[config.mk]
export PLATFORM = sky130hd
export DESIGN_NAME = fwd_hazard_unit
export DESIGN_NICKNAME = d
export VERILOG_FILES = /design/src/rtl/fwd_hazard_unit.sv
export SDC_FILE = /design/constraint.sdc
export NUM_CORES = 1
export LEC_CHECK = 0
export BUFFER_PORTS_ARGS = -buffer_cell sky130_fd_sc_hd__buf_4
export CORE_AREA = 2 2 47 71
export CTS_CLUSTER_DIAMETER = 30
export DETAILED_ROUTE_END_ITERATION = 10
export DIE_AREA = 0 0 49 73
export PLACE_DENSITY = 0.82
export SLEW_MARGIN = 10
export SYNTH_ARGS = -nofsm -noshare
export SYNTH_HDL_FRONTEND = slang
export SYNTH_SLANG_ARGS = --single-unit
[constraint.sdc]
create_clock -name CLK -period 4.18 [get_ports CLK]
set_input_delay 1.045 -clock CLK [delete_from_list [all_inputs] [get_ports CLK]]
set_output_delay 1.045 -clock CLK [all_outputs]
set_load 0.005 [all_outputs]
[src/rtl/fwd_hazard_unit.sv]
// -----------------------------------------------------------------------------
// fwd_hazard_unit
//
// Forwarding and load-use hazard unit for the pipelined MIPS core; sits beside
// the ID stage.
//
// It picks the source of ALU operand A, ALU operand B and the store data. Each
// one comes either from one of NUM_FWD downstream stages or from the register
// file. Stage 0 is EX (youngest) and stage NUM_FWD-1 is the oldest stage.
//
// When ID consumes the result of a load that has not yet reached a stage
// where its data can be forwarded (stage index LOAD_LAT), the unit stalls the
// PC and IF/ID and bubbles ID/EX for exactly the number of cycles needed.
//
// A saturating counter totals the stall cycles since reset.
//
// Select encoding: 0 = shamt/immediate override, k+1 = stage k,
//                  NUM_FWD+1 = register file.
//
// Ports
//   CLK           in   clock, rising edge
//   Reset_L       in   asynchronous reset, active-low
//   Flush         in   ID instruction squashed (taken branch/jump)
//   ID_Valid      in   ID holds a real instruction
//   UseShamt      in   operand A = shamt
//   UseImmed      in   operand B = sign-extended immediate
//   ID_UsesRs     in   ID instruction reads Rs
//   ID_UsesRt     in   ID instruction reads Rt
//   ID_Rs, ID_Rt  in   source register specifiers
//   Fwd_Rw        in   dest reg of stage k at [k*REG_ADDR_W +: REG_ADDR_W]
//   Fwd_RegWrite  in   stage k writes its dest reg
//   Fwd_MemRead   in   stage k is a load
//   AluSelA/B     out  ALU operand source selects
//   StoreFwdSel   out  store-data source select (no immediate override)
//   Stall         out  hold PC and IF/ID this cycle
//   Bubble        out  zero ID/EX control this cycle (equals Stall)
//   StallCount    out  saturating count of stall cycles since reset
// -----------------------------------------------------------------------------
module fwd_hazard_unit #(
    parameter int REG_ADDR_W = 5,
    parameter int NUM_FWD    = 3,
    parameter int LOAD_LAT   = 1,
    parameter int SEL_W      = 3,
    parameter int CNT_W      = 16
) (
    input  logic                          CLK,
    input  logic                          Reset_L,
    input  logic                          Flush,
    input  logic                          ID_Valid,
    input  logic                          UseShamt,
    input  logic                          UseImmed,
    input  logic                          ID_UsesRs,
    input  logic                          ID_UsesRt,
    input  logic [REG_ADDR_W-1:0]         ID_Rs,
    input  logic [REG_ADDR_W-1:0]         ID_Rt,
    input  logic [NUM_FWD*REG_ADDR_W-1:0] Fwd_Rw,
    input  logic [NUM_FWD-1:0]            Fwd_RegWrite,
    input  logic [NUM_FWD-1:0]            Fwd_MemRead,
    output logic [SEL_W-1:0]              AluSelA,
    output logic [SEL_W-1:0]              AluSelB,
    output logic [SEL_W-1:0]              StoreFwdSel,
    output logic                          Stall,
    output logic                          Bubble,
    output logic [CNT_W-1:0]              StallCount
);

    localparam logic [SEL_W-1:0] SEL_OVR = '0;
    localparam logic [SEL_W-1:0] SEL_RF  = SEL_W'(NUM_FWD + 1);
    // Wide enough for the largest stall length (LOAD_LAT <= NUM_FWD-1).
    localparam int WAIT_W = (NUM_FWD > 1) ? $clog2(NUM_FWD + 1) : 1;

    typedef enum logic {
        ST_IDLE  = 1'b0,
        ST_STALL = 1'b1
    } state_t;

    // ---------------------------------------------------------------------
    // Per-stage match terms
    // ---------------------------------------------------------------------
    logic [NUM_FWD-1:0] elig_rs;
    logic [NUM_FWD-1:0] elig_rt;
    logic [NUM_FWD-1:0] haz_hit;

    genvar gi;
    generate
        for (gi = 0; gi < NUM_FWD; gi++) begin : g_stage
            logic [REG_ADDR_W-1:0] rw;
            logic                  can_fwd;

            assign rw = Fwd_Rw[gi*REG_ADDR_W +: REG_ADDR_W];

            // A load that is still younger than LOAD_LAT has no data yet,
            // so it must not be selected as a forwarding source.
            if (gi < LOAD_LAT) begin : g_early
                assign can_fwd = Fwd_RegWrite[gi] && (rw != '0) && !Fwd_MemRead[gi];
                // Shamt-type instructions take operand A from the
                // instruction word, so a load into Rs does not stall them.
                assign haz_hit[gi] = Fwd_MemRead[gi] && Fwd_RegWrite[gi] && (rw != '0) &&
                                     ((ID_UsesRs && !UseShamt && (rw == ID_Rs)) ||
                                      (ID_UsesRt && (rw == ID_Rt)));
            end else begin : g_late
                assign can_fwd     = Fwd_RegWrite[gi] && (rw != '0);
                assign haz_hit[gi] = 1'b0;
            end

            assign elig_rs[gi] = can_fwd && (rw == ID_Rs);
            assign elig_rt[gi] = can_fwd && (rw == ID_Rt);
        end
    endgenerate

    // ---------------------------------------------------------------------
    // Priority: the youngest matching stage wins. Scanning from oldest to
    // youngest lets the last assignment hold the youngest hit.
    // ---------------------------------------------------------------------
    logic [SEL_W-1:0]  sel_rs;
    logic [SEL_W-1:0]  sel_rt;
    logic [WAIT_W-1:0] need;
    logic              hazard;

    always_comb begin
        sel_rs = SEL_RF;
        sel_rt = SEL_RF;
        need   = '0;
        hazard = ID_Valid && (|haz_hit);
        for (int k = NUM_FWD - 1; k >= 0; k--) begin
            if (elig_rs[k]) sel_rs = SEL_W'(k + 1);
            if (elig_rt[k]) sel_rt = SEL_W'(k + 1);
            if (haz_hit[k]) need   = WAIT_W'(LOAD_LAT - k);
        end
    end

    // ---------------------------------------------------------------------
    // Stall FSM. The first stall cycle is issued from IDLE; ST_STALL covers
    // the remaining need-1 cycles, so wait_q counts the cycles still owed.
    // ---------------------------------------------------------------------
    state_t            state_q;
    state_t            state_d;
    logic [WAIT_W-1:0] wait_q;
    logic [WAIT_W-1:0] wait_d;
    logic              stall_fsm;

    always_comb begin
        state_d   = state_q;
        wait_d    = wait_q;
        stall_fsm = 1'b0;
        if (Flush) begin
            // The squashed instruction no longer needs its operands.
            state_d = ST_IDLE;
            wait_d  = '0;
        end else begin
            case (state_q)
                ST_IDLE: begin
                    if (hazard) begin
                        stall_fsm = 1'b1;
                        if (need > WAIT_W'(1)) begin
                            state_d = ST_STALL;
                            wait_d  = need - WAIT_W'(1);
                        end
                    end
                end
                ST_STALL: begin
                    stall_fsm = 1'b1;
                    if (wait_q == WAIT_W'(1)) begin
                        state_d = ST_IDLE;
                        wait_d  = '0;
                    end else begin
                        wait_d = wait_q - WAIT_W'(1);
                    end
                end
                default: begin
                    state_d = ST_IDLE;
                    wait_d  = '0;
                end
            endcase
        end
    end

    always_ff @(posedge CLK or negedge Reset_L) begin
        if (!Reset_L) begin
            state_q <= ST_IDLE;
            wait_q  <= '0;
        end else begin
            state_q <= state_d;
            wait_q  <= wait_d;
        end
    end

    // ---------------------------------------------------------------------
    // Outputs: forced to safe values while reset is asserted so that the
    // rest of the pipeline never sees a stall or a forwarded value then.
    // ---------------------------------------------------------------------
    assign Stall       = Reset_L && stall_fsm;
    assign Bubble      = Stall;
    assign AluSelA     = !Reset_L ? SEL_RF : (UseShamt ? SEL_OVR : sel_rs);
    assign AluSelB     = !Reset_L ? SEL_RF : (UseImmed ? SEL_OVR : sel_rt);
    assign StoreFwdSel = !Reset_L ? SEL_RF : sel_rt;

    // ---------------------------------------------------------------------
    // Saturating stall-cycle counter
    // ---------------------------------------------------------------------
    logic [CNT_W-1:0] stall_cnt_q;

    always_ff @(posedge CLK or negedge Reset_L) begin
        if (!Reset_L) begin
            stall_cnt_q <= '0;
        end else if (Stall && (stall_cnt_q != '1)) begin
            stall_cnt_q <= stall_cnt_q + CNT_W'(1);
        end
    end

    assign StallCount = stall_cnt_q;

endmodule
==> results of run 1 <==
[worst max-delay path by stage]
stage | start | to | slack (ps) | depth (start not counted)
final | Fwd_Rw[11] | AluSelA[2] | 480 | 7
after global routing | Fwd_Rw[6] | AluSelB[2] | 350 | 7
after CTS | Fwd_Rw[11] | AluSelA[2] | 470 | 7
after detailed placement | Fwd_Rw[11] | AluSelA[2] | 470 | 7
after global placement | Fwd_Rw[11] | AluSelA[2] | 480 | 7
after floorplan | Fwd_Rw[11] | AluSelA[2] | 820 | 5
[through the flow]
stage	hold WS, ps	std cells	setup WS [ps]	util [%]	cell area, um^2
CTS	498	267	467	66.1	2000
global placement	479	263	484	64.5	1960
finish	494	267	482	66.1	2000
global route	511	267	350	66.1	2000
detailed placement	485	263	471	64.5	1960
floorplan	485	160	823	-	1440
[state kept, by name, summed over array words and instances (netlist names)]
register	cells
state_q	1
StallCount	16
wait_q	2
[layer usage]
layer	part of all wire [%]	GRT usage, %	wire length (um)
met5	0	0	0
met4	2.7	9.52	91
met3	6.2	3.48	207
met2	55	38.5	1830
met1	36	21.6	1190
[cell families (layout without fill, tap and decap cells)]
logic type | after synthesis | count (layout) | share of synthesized area, %
fa+ha+maj | 2 | 2 | 1.74
xor+xnor | 43 | 43 | 26.8
buf+inv | 4 | 71 | 1.31
flops | 19 | 19 | 33.1
simple gates | 72 | 72 | 26.8
mux | 3 | 3 | 2.27
compound gates | 17 | 17 | 8.02
[power by group through the flow]
stage	Sequential, W	Combinational, W	Clock [W]
4_1_cts	0.000187	0.0000912	0.000131
3_3_place_gp	0.000191	0.0000891	0
5_1_grt	0.000187	0.000100	0.000138
3_5_place_dp	0.000191	0.0000910	0
2_1_floorplan	0.000191	0.0000368	0
6_report	0.000187	0.0000903	0.000125
[cells in the mapped netlist, drive strengths merged]
master / number / area (um^2)
nor2b: 2 / 12.5
a211oi: 1 / 7.51
nor3b: 1 / 7.51
and4: 1 / 8.76
a211o: 1 / 8.76
nand2: 11 / 41.3
a41oi: 1 / 8.76
inv: 3 / 11.3
nand3: 14 / 70.1
a21oi: 5 / 28.8
nor4b: 1 / 15.0
a21o: 1 / 7.51
nor2: 14 / 52.6
nand4: 3 / 18.8
o21a: 2 / 16.3
o31ai: 1 / 7.51
xnor2: 24 / 218
buf: 1 / 7.51
o21ai: 4 / 23.8
nor4: 8 / 56.3
ha: 2 / 25.0
dfrtp: 19 / 475
and3: 1 / 6.26
xor2: 19 / 166
nand2b: 3 / 18.8
or4: 3 / 26.3
a31oi: 1 / 6.26
nor3: 10 / 50.1
mux2: 2 / 22.5
mux2i: 1 / 10.0
[cell type report]
type | instances | area share [%]
Sequential cell | 19 | 23.7
Clock inverter | 1 | 0.250
Timing Repair Buffer | 64 | 24.0
Tap cell | 40 | 2.50
Inverter | 3 | 0.562
Multi-Input combinational cell | 137 | 46.9
Clock buffer | 3 | 2.06
[cells in the final DEF, fill, tap and decap left out, types with 2 or more instances in the layout]
| cell | count |
|---|---|
| inv_1 | 3 |
| nor2_1 | 14 |
| nand2b_1 | 3 |
| nand4_1 | 3 |
| nand2_1 | 11 |
| nor4_1 | 7 |
| nor2b_1 | 2 |
| ha_1 | 2 |
| buf_4 | 64 |
| nor3_1 | 10 |
| xor2_1 | 19 |
| o21ai_0 | 3 |
| dfrtp_1 | 19 |
| or4_1 | 2 |
| xnor2_1 | 23 |
| nand3_1 | 14 |
| a21oi_1 | 4 |
| clkbuf_8 | 3 |
==> impl_metrics.toml, run 1 <==
[run_status]
outcome = "completed"

[grt]
antenna_found_initial = 0
grt_max_degree = 28
grt_pass1_wl_um = 5730
grt_pass1_vias = 1350
grt.total_usage_pct = 20.3
gr-total-overflow = 0

[power_and_ir_drop]
p_clk_share_pct = 31.1
p_sw_share_pct = 25.2
switchingPower_w = 0.000102
p_comb_share_pct = 22.4
peakVddDrop_mv = 0.125
power.density_nw_per_um2 = 201
leakagePower_nw = 0.931
power.total_w = 0.000403
p_seq_share_pct = 46.5
power.internal_w = 0.000301

[worst_setup_path]
cp_max_fo = 3
reg2reg_to = "StallCount[1]$_DFFE_PN0P_"
crit_chain = "buf_4 > or4_1 > o21ai_0 > nor4_1 > nand2b_1 > o31ai_1 > buf_4"
required_ps = 3130
max_stage_delay_ps = 500
reg2reg_from = "StallCount[3]$_DFFE_PN0P_"
r2r_slack_ps = 2150
ff2ff_path_depth = 5
arrival_ps = 2650
cpMostUsedCell = "buf_4"
start_kind = "primary input"
crit_family = "simple AND/OR/NAND/NOR gates"
critPathBufInv = 2
crit_path_end_kind = "output port"
slowest_stage = "or4_1"
worst-setup-path-type = "primary input to output port"

[min_path]
holdPathEnd = "StallCount[6]$_DFFE_PN0P_"
holdCritPathClass = "register to register"
hp-start = "StallCount[6]$_DFFE_PN0P_"
min_delay_path_depth = 1

[synth]
ys_types = 37
syn_nets = 201
syn_inst = 160
synth_area_um2 = 1440
ys_warn_count = 0
synth_seq_cells = 19
syn_area_per_cell_um2 = 8.97
yosysSeqAreaShare_pct = 33.1

[die]
rows = 25
fp.dieArea_um2 = 3580
io_pins = 66
core_area_um2 = 3030
initial_core_util_pct = 47.3
die_w_um = 49
die_y_um = 73

[cts]
clock_latency_ps = 260
postCtsSetupBuffers = 0
cts_made_buffers = 3
root_buffer = "clkbuf_8"
cts.hold.buffers_added = 0
cts_buffer_depth = 2
clkSinkCount = 19
clk_pin_slew_ps = 60
htree_levels = 1
cts_resized = 0
cts_tree = "done"

[sta]
worst_pin_slew_ps = 502
finalSetupTns_ps = 0
slew_viol_final = 0
finClkSkew_ps = 7.81
period_share_pct = 88.5
rsz0062_at_grt = "false"
fmax_mhz = 270
relSlewSlack_pct = 66.2
fin_crit_ps = 3700
setup_viol = 0
hold_viol_final = 0

[placement]
port-buffer-count = 63
place_hpwl_um = 2810
gp_congestion = 0.740

[routing]
routed_via_density = 5.34
wl_um = 3320
dr_total_vias = 1425
drt-initial-drc-count = 15
drcViolationCount = 0
first_pass_iters = 4
final_antenna_net_count = 0
drt-wirelength-per-cell_um = 12.4

[finish]
drive_above_1_share_pct = 33.5
multi_input_area_um2 = 941
regArea_um2 = 475
areaGrowthSynthToFinish_pct = 39.7
fillers = 255
antenna-diode-count = 0
layout.nets = 269

[job]
max_cap_viol_count = 0
No activity file was read; power rests on OpenSTA's default activity.
==> run 2, diff against run 1 <==
--- a/config.mk
+++ b/config.mk
@@ -5,12 +5,13 @@
 export SDC_FILE = /design/constraint.sdc
 export NUM_CORES = 1
 export LEC_CHECK = 0
+export ABC_AREA = 1
 export BUFFER_PORTS_ARGS = -buffer_cell sky130_fd_sc_hd__buf_4
-export CORE_AREA = 2 2 47 71
+export CORE_AREA = 2 2 51 76
 export CTS_CLUSTER_DIAMETER = 30
 export DETAILED_ROUTE_END_ITERATION = 10
-export DIE_AREA = 0 0 49 73
-export PLACE_DENSITY = 0.82
+export DIE_AREA = 0 0 53 78
+export PLACE_DENSITY = 0.83
 export SLEW_MARGIN = 10
 export SYNTH_ARGS = -nofsm -noshare
 export SYNTH_HDL_FRONTEND = slang
==> run 2 against run 1 <==
Compared with the run above:
- fmax rose by 10%
- design area rose by 16%
- clock skew decreased by 4.6 ps
- sequential share of layout area shrank 3.3 points
- die area grew 16%
- clock power increased by 3%
- largest cell class unchanged
- clock-buffer cell count is 1 higher
- via count grew 38%
- critical endpoint is now Bubble
- worst hold slack worse by 41 ps
- non-clock buffer count unchanged
- synthesized cell count rose by 69%
- area after synthesis grew 26%
- highest routed layer unchanged
==> impl_metrics.toml, run 2 <==
[worst_setup_path]
worst-setup-path-type = "primary input to output port"
ff2ff_path_depth = 9
reg2reg_from = "StallCount[0]$_DFFE_PN0P_"
start_kind = "primary input"
crit_path_end_kind = "output port"
cp_max_fo = 3
reg2reg_to = "StallCount[2]$_DFFE_PN0P_"
r2r_slack_ps = 2220
required_ps = 3130
arrival_ps = 2300

[placement]
place_hpwl_um = 3710
port-buffer-count = 63
gp_congestion = 0.830
dp_cells = 370

[synth]
ys_top_cells_by_count = "nand2_1 (87), inv_1 (26), nor2_1 (26)"
ys_warn_count = 0
yosys.area.top_type = "dfrtp_1"
synth_area_um2 = 1810
ys_types = 29
async_reset_ff_share_pct = 100
syn_inst = 271
syn_area_per_cell_um2 = 6.68
synth_seq_cells = 19
synth_edf_count = 0
yosysTopAreaCellShare_pct = 26.3
syn_nets = 312
synth_top_flop_cell = "dfrtp_1"
synth_top_cells_by_area = "dfrtp_1 (26%), nand2_1 (18%), xnor2_1 (8.2%)"
yosysSeqAreaShare_pct = 26.3
synth_most_common_cell = "nand2_1"

[routing]
drcViolationCount = 0
dr_total_vias = 1967
wl_um = 4670
wl_met3_um = 271
route.met2.wl_um = 2670
maxUsedRoutingLayer = "met4"
final_antenna_net_count = 0
drt-wirelength-per-cell_um = 12.5
routed_via_density = 5.26
drt-initial-drc-count = 37
first_pass_iters = 4
drt-met1-wl_um = 1640

[cts]
cts_tree = "done"
cts.hold.buffers_added = 0
clock_latency_ps = 250
root_buffer = "clkbuf_8"
clk_pin_slew_ps = 70
clkSinkCount = 19
cts_buffer_depth = 2
htree_levels = 1
postCtsSetupBuffers = 0
cts_resized = 0
cts_made_buffers = 3

[power_and_ir_drop]
p_comb_share_pct = 24.7
p_seq_share_pct = 44.5
p_sw_share_pct = 27.9
p_clk_share_pct = 30.8
switchingPower_w = 0.000117
power.internal_w = 0.000303
leakagePower_nw = 1.24
peakVddDrop_mv = 0.128
power.density_nw_per_um2 = 181

[min_path]
hp-start = "state_q$_DFF_PN0_"
min_delay_path_depth = 1
holdCritPathClass = "register to register"
holdPathEnd = "wait_q[0]$_DFFE_PN0P_"

[sta]
hold_viol_final = 0
rsz0062_at_grt = "false"
fin_crit_ps = 3350
finClkSkew_ps = 3.24
fmax_mhz = 299
hold_slack_ps = 454
worst_pin_slew_ps = 376
relSlewSlack_pct = 74.9
setup_viol = 0
slew_viol_final = 0
finalSetupTns_ps = 0
period_share_pct = 80.1

[die]
initial_core_util_pct = 53.0
fp.dieArea_um2 = 4130
rows = 26
die_w_um = 53
die_y_um = 78
io_pins = 66
core_area_um2 = 3420

[run_status]
outcome = "completed"

[finish]
post-route-util_pct = 68.1
largest_reg_flops = 16
layout.nets = 374
layout_commonest_cell = "nand2_1"
areaGrowthSynthToFinish_pct = 28.6
antenna-diode-count = 0
drive_above_1_share_pct = 24.7
layout_common_cells = "nand2_1 (87), buf_4 (64), inv_1 (26), nor2_1 (26), nand4_1 (21)"
final_cells = 374

[job]
max_cap_viol_count = 0

[grt]
grt.total_usage_pct = 24.2
antenna_found_initial = 0
grt_pass1_vias = 1926
grt_pass1_wl_um = 7820
gr-total-overflow = 0
grt_max_degree = 27
## run 2: changes by cell type after synthesis, moves of 3 or more
cell / change
buf_2: +3
inv_1: +23
inv_2: +3
nand2_1: +76
nand2b_1: -3
nand3_1: +4
nand4_1: +18
nor2_1: +12
nor2_2: +3
nor3_1: -3
nor4_1: -7
xnor2_1: -6
xor2_1: -4
## run 2: cells by family (layout without fill, tap and decap cells)
logic type / count (synthesis) / after routing / synth area share, %
AO/OA/AOI/OAI: 9 / 9 / 2.90
flip-flops: 19 / 19 / 26.3
buffers and inverters: 36 / 97 / 9.34
adder cells (fa/ha/maj): 2 / 2 / 1.38
AND/OR/NAND/NOR: 173 / 173 / 44.6
XOR/XNOR: 32 / 32 / 15.5
## run 2: per-layer routing
metal  vias up  GRT usage, %
met1       902          22.7
met4         0          7.95
met2        64          49.1
li1        994             -
met5         -             0
met3         7          3.46
## run 2: worst max-delay path by stage
stage / startpoint / endpoint / slack (ps) / cells after the start
after floorplan: Fwd_Rw[0] / Stall / 1230 / 7
after global placement: Fwd_Rw[1] / Stall / 890 / 10
after detailed placement: Fwd_Rw[0] / Bubble / 880 / 10
after CTS: Fwd_Rw[1] / Bubble / 860 / 10
after global routing: Fwd_Rw[1] / AluSelB[1] / 760 / 9
final: Fwd_Rw[1] / Bubble / 830 / 10
## run 2: cell type report
class	count	area, um^2
clock buffer	4	45.0
fill	322	1090
inverter	29	109
multi-input combinational	216	1160
sequential	19	475
tap	42	52.6
timing repair buffer	64	480
## run 2: critical path, stage by stage
cell,delay (ps)
buf_4,90
inv_1,70
nand2_1,60
nand2_1,40
nor2_1,210
nand4_1,120
nand2_1,90
nand2_1,80
a21boi_0,300
buf_4,180
## run 2: power groups by stage
stage,logic (W),clock network (W),registers (W)
after floorplan,0.0000470,0,0.000190
after global routing,0.000116,0.000142,0.000187
final,0.000104,0.000129,0.000187
after detailed placement,0.000104,0,0.000191
after global placement,0.000102,0,0.000191
after CTS,0.000104,0.000130,0.000187
## run 2: per-stage QoR
step,power (W),setup WS (ps),cell area [um^2]
after global placement,0.000293,886,2280
after CTS,0.000422,864,2330
final,0.000420,833,2330
after floorplan,0.000237,1230,1810
after detailed placement,0.000295,876,2280
after global routing,0.000445,761,2330
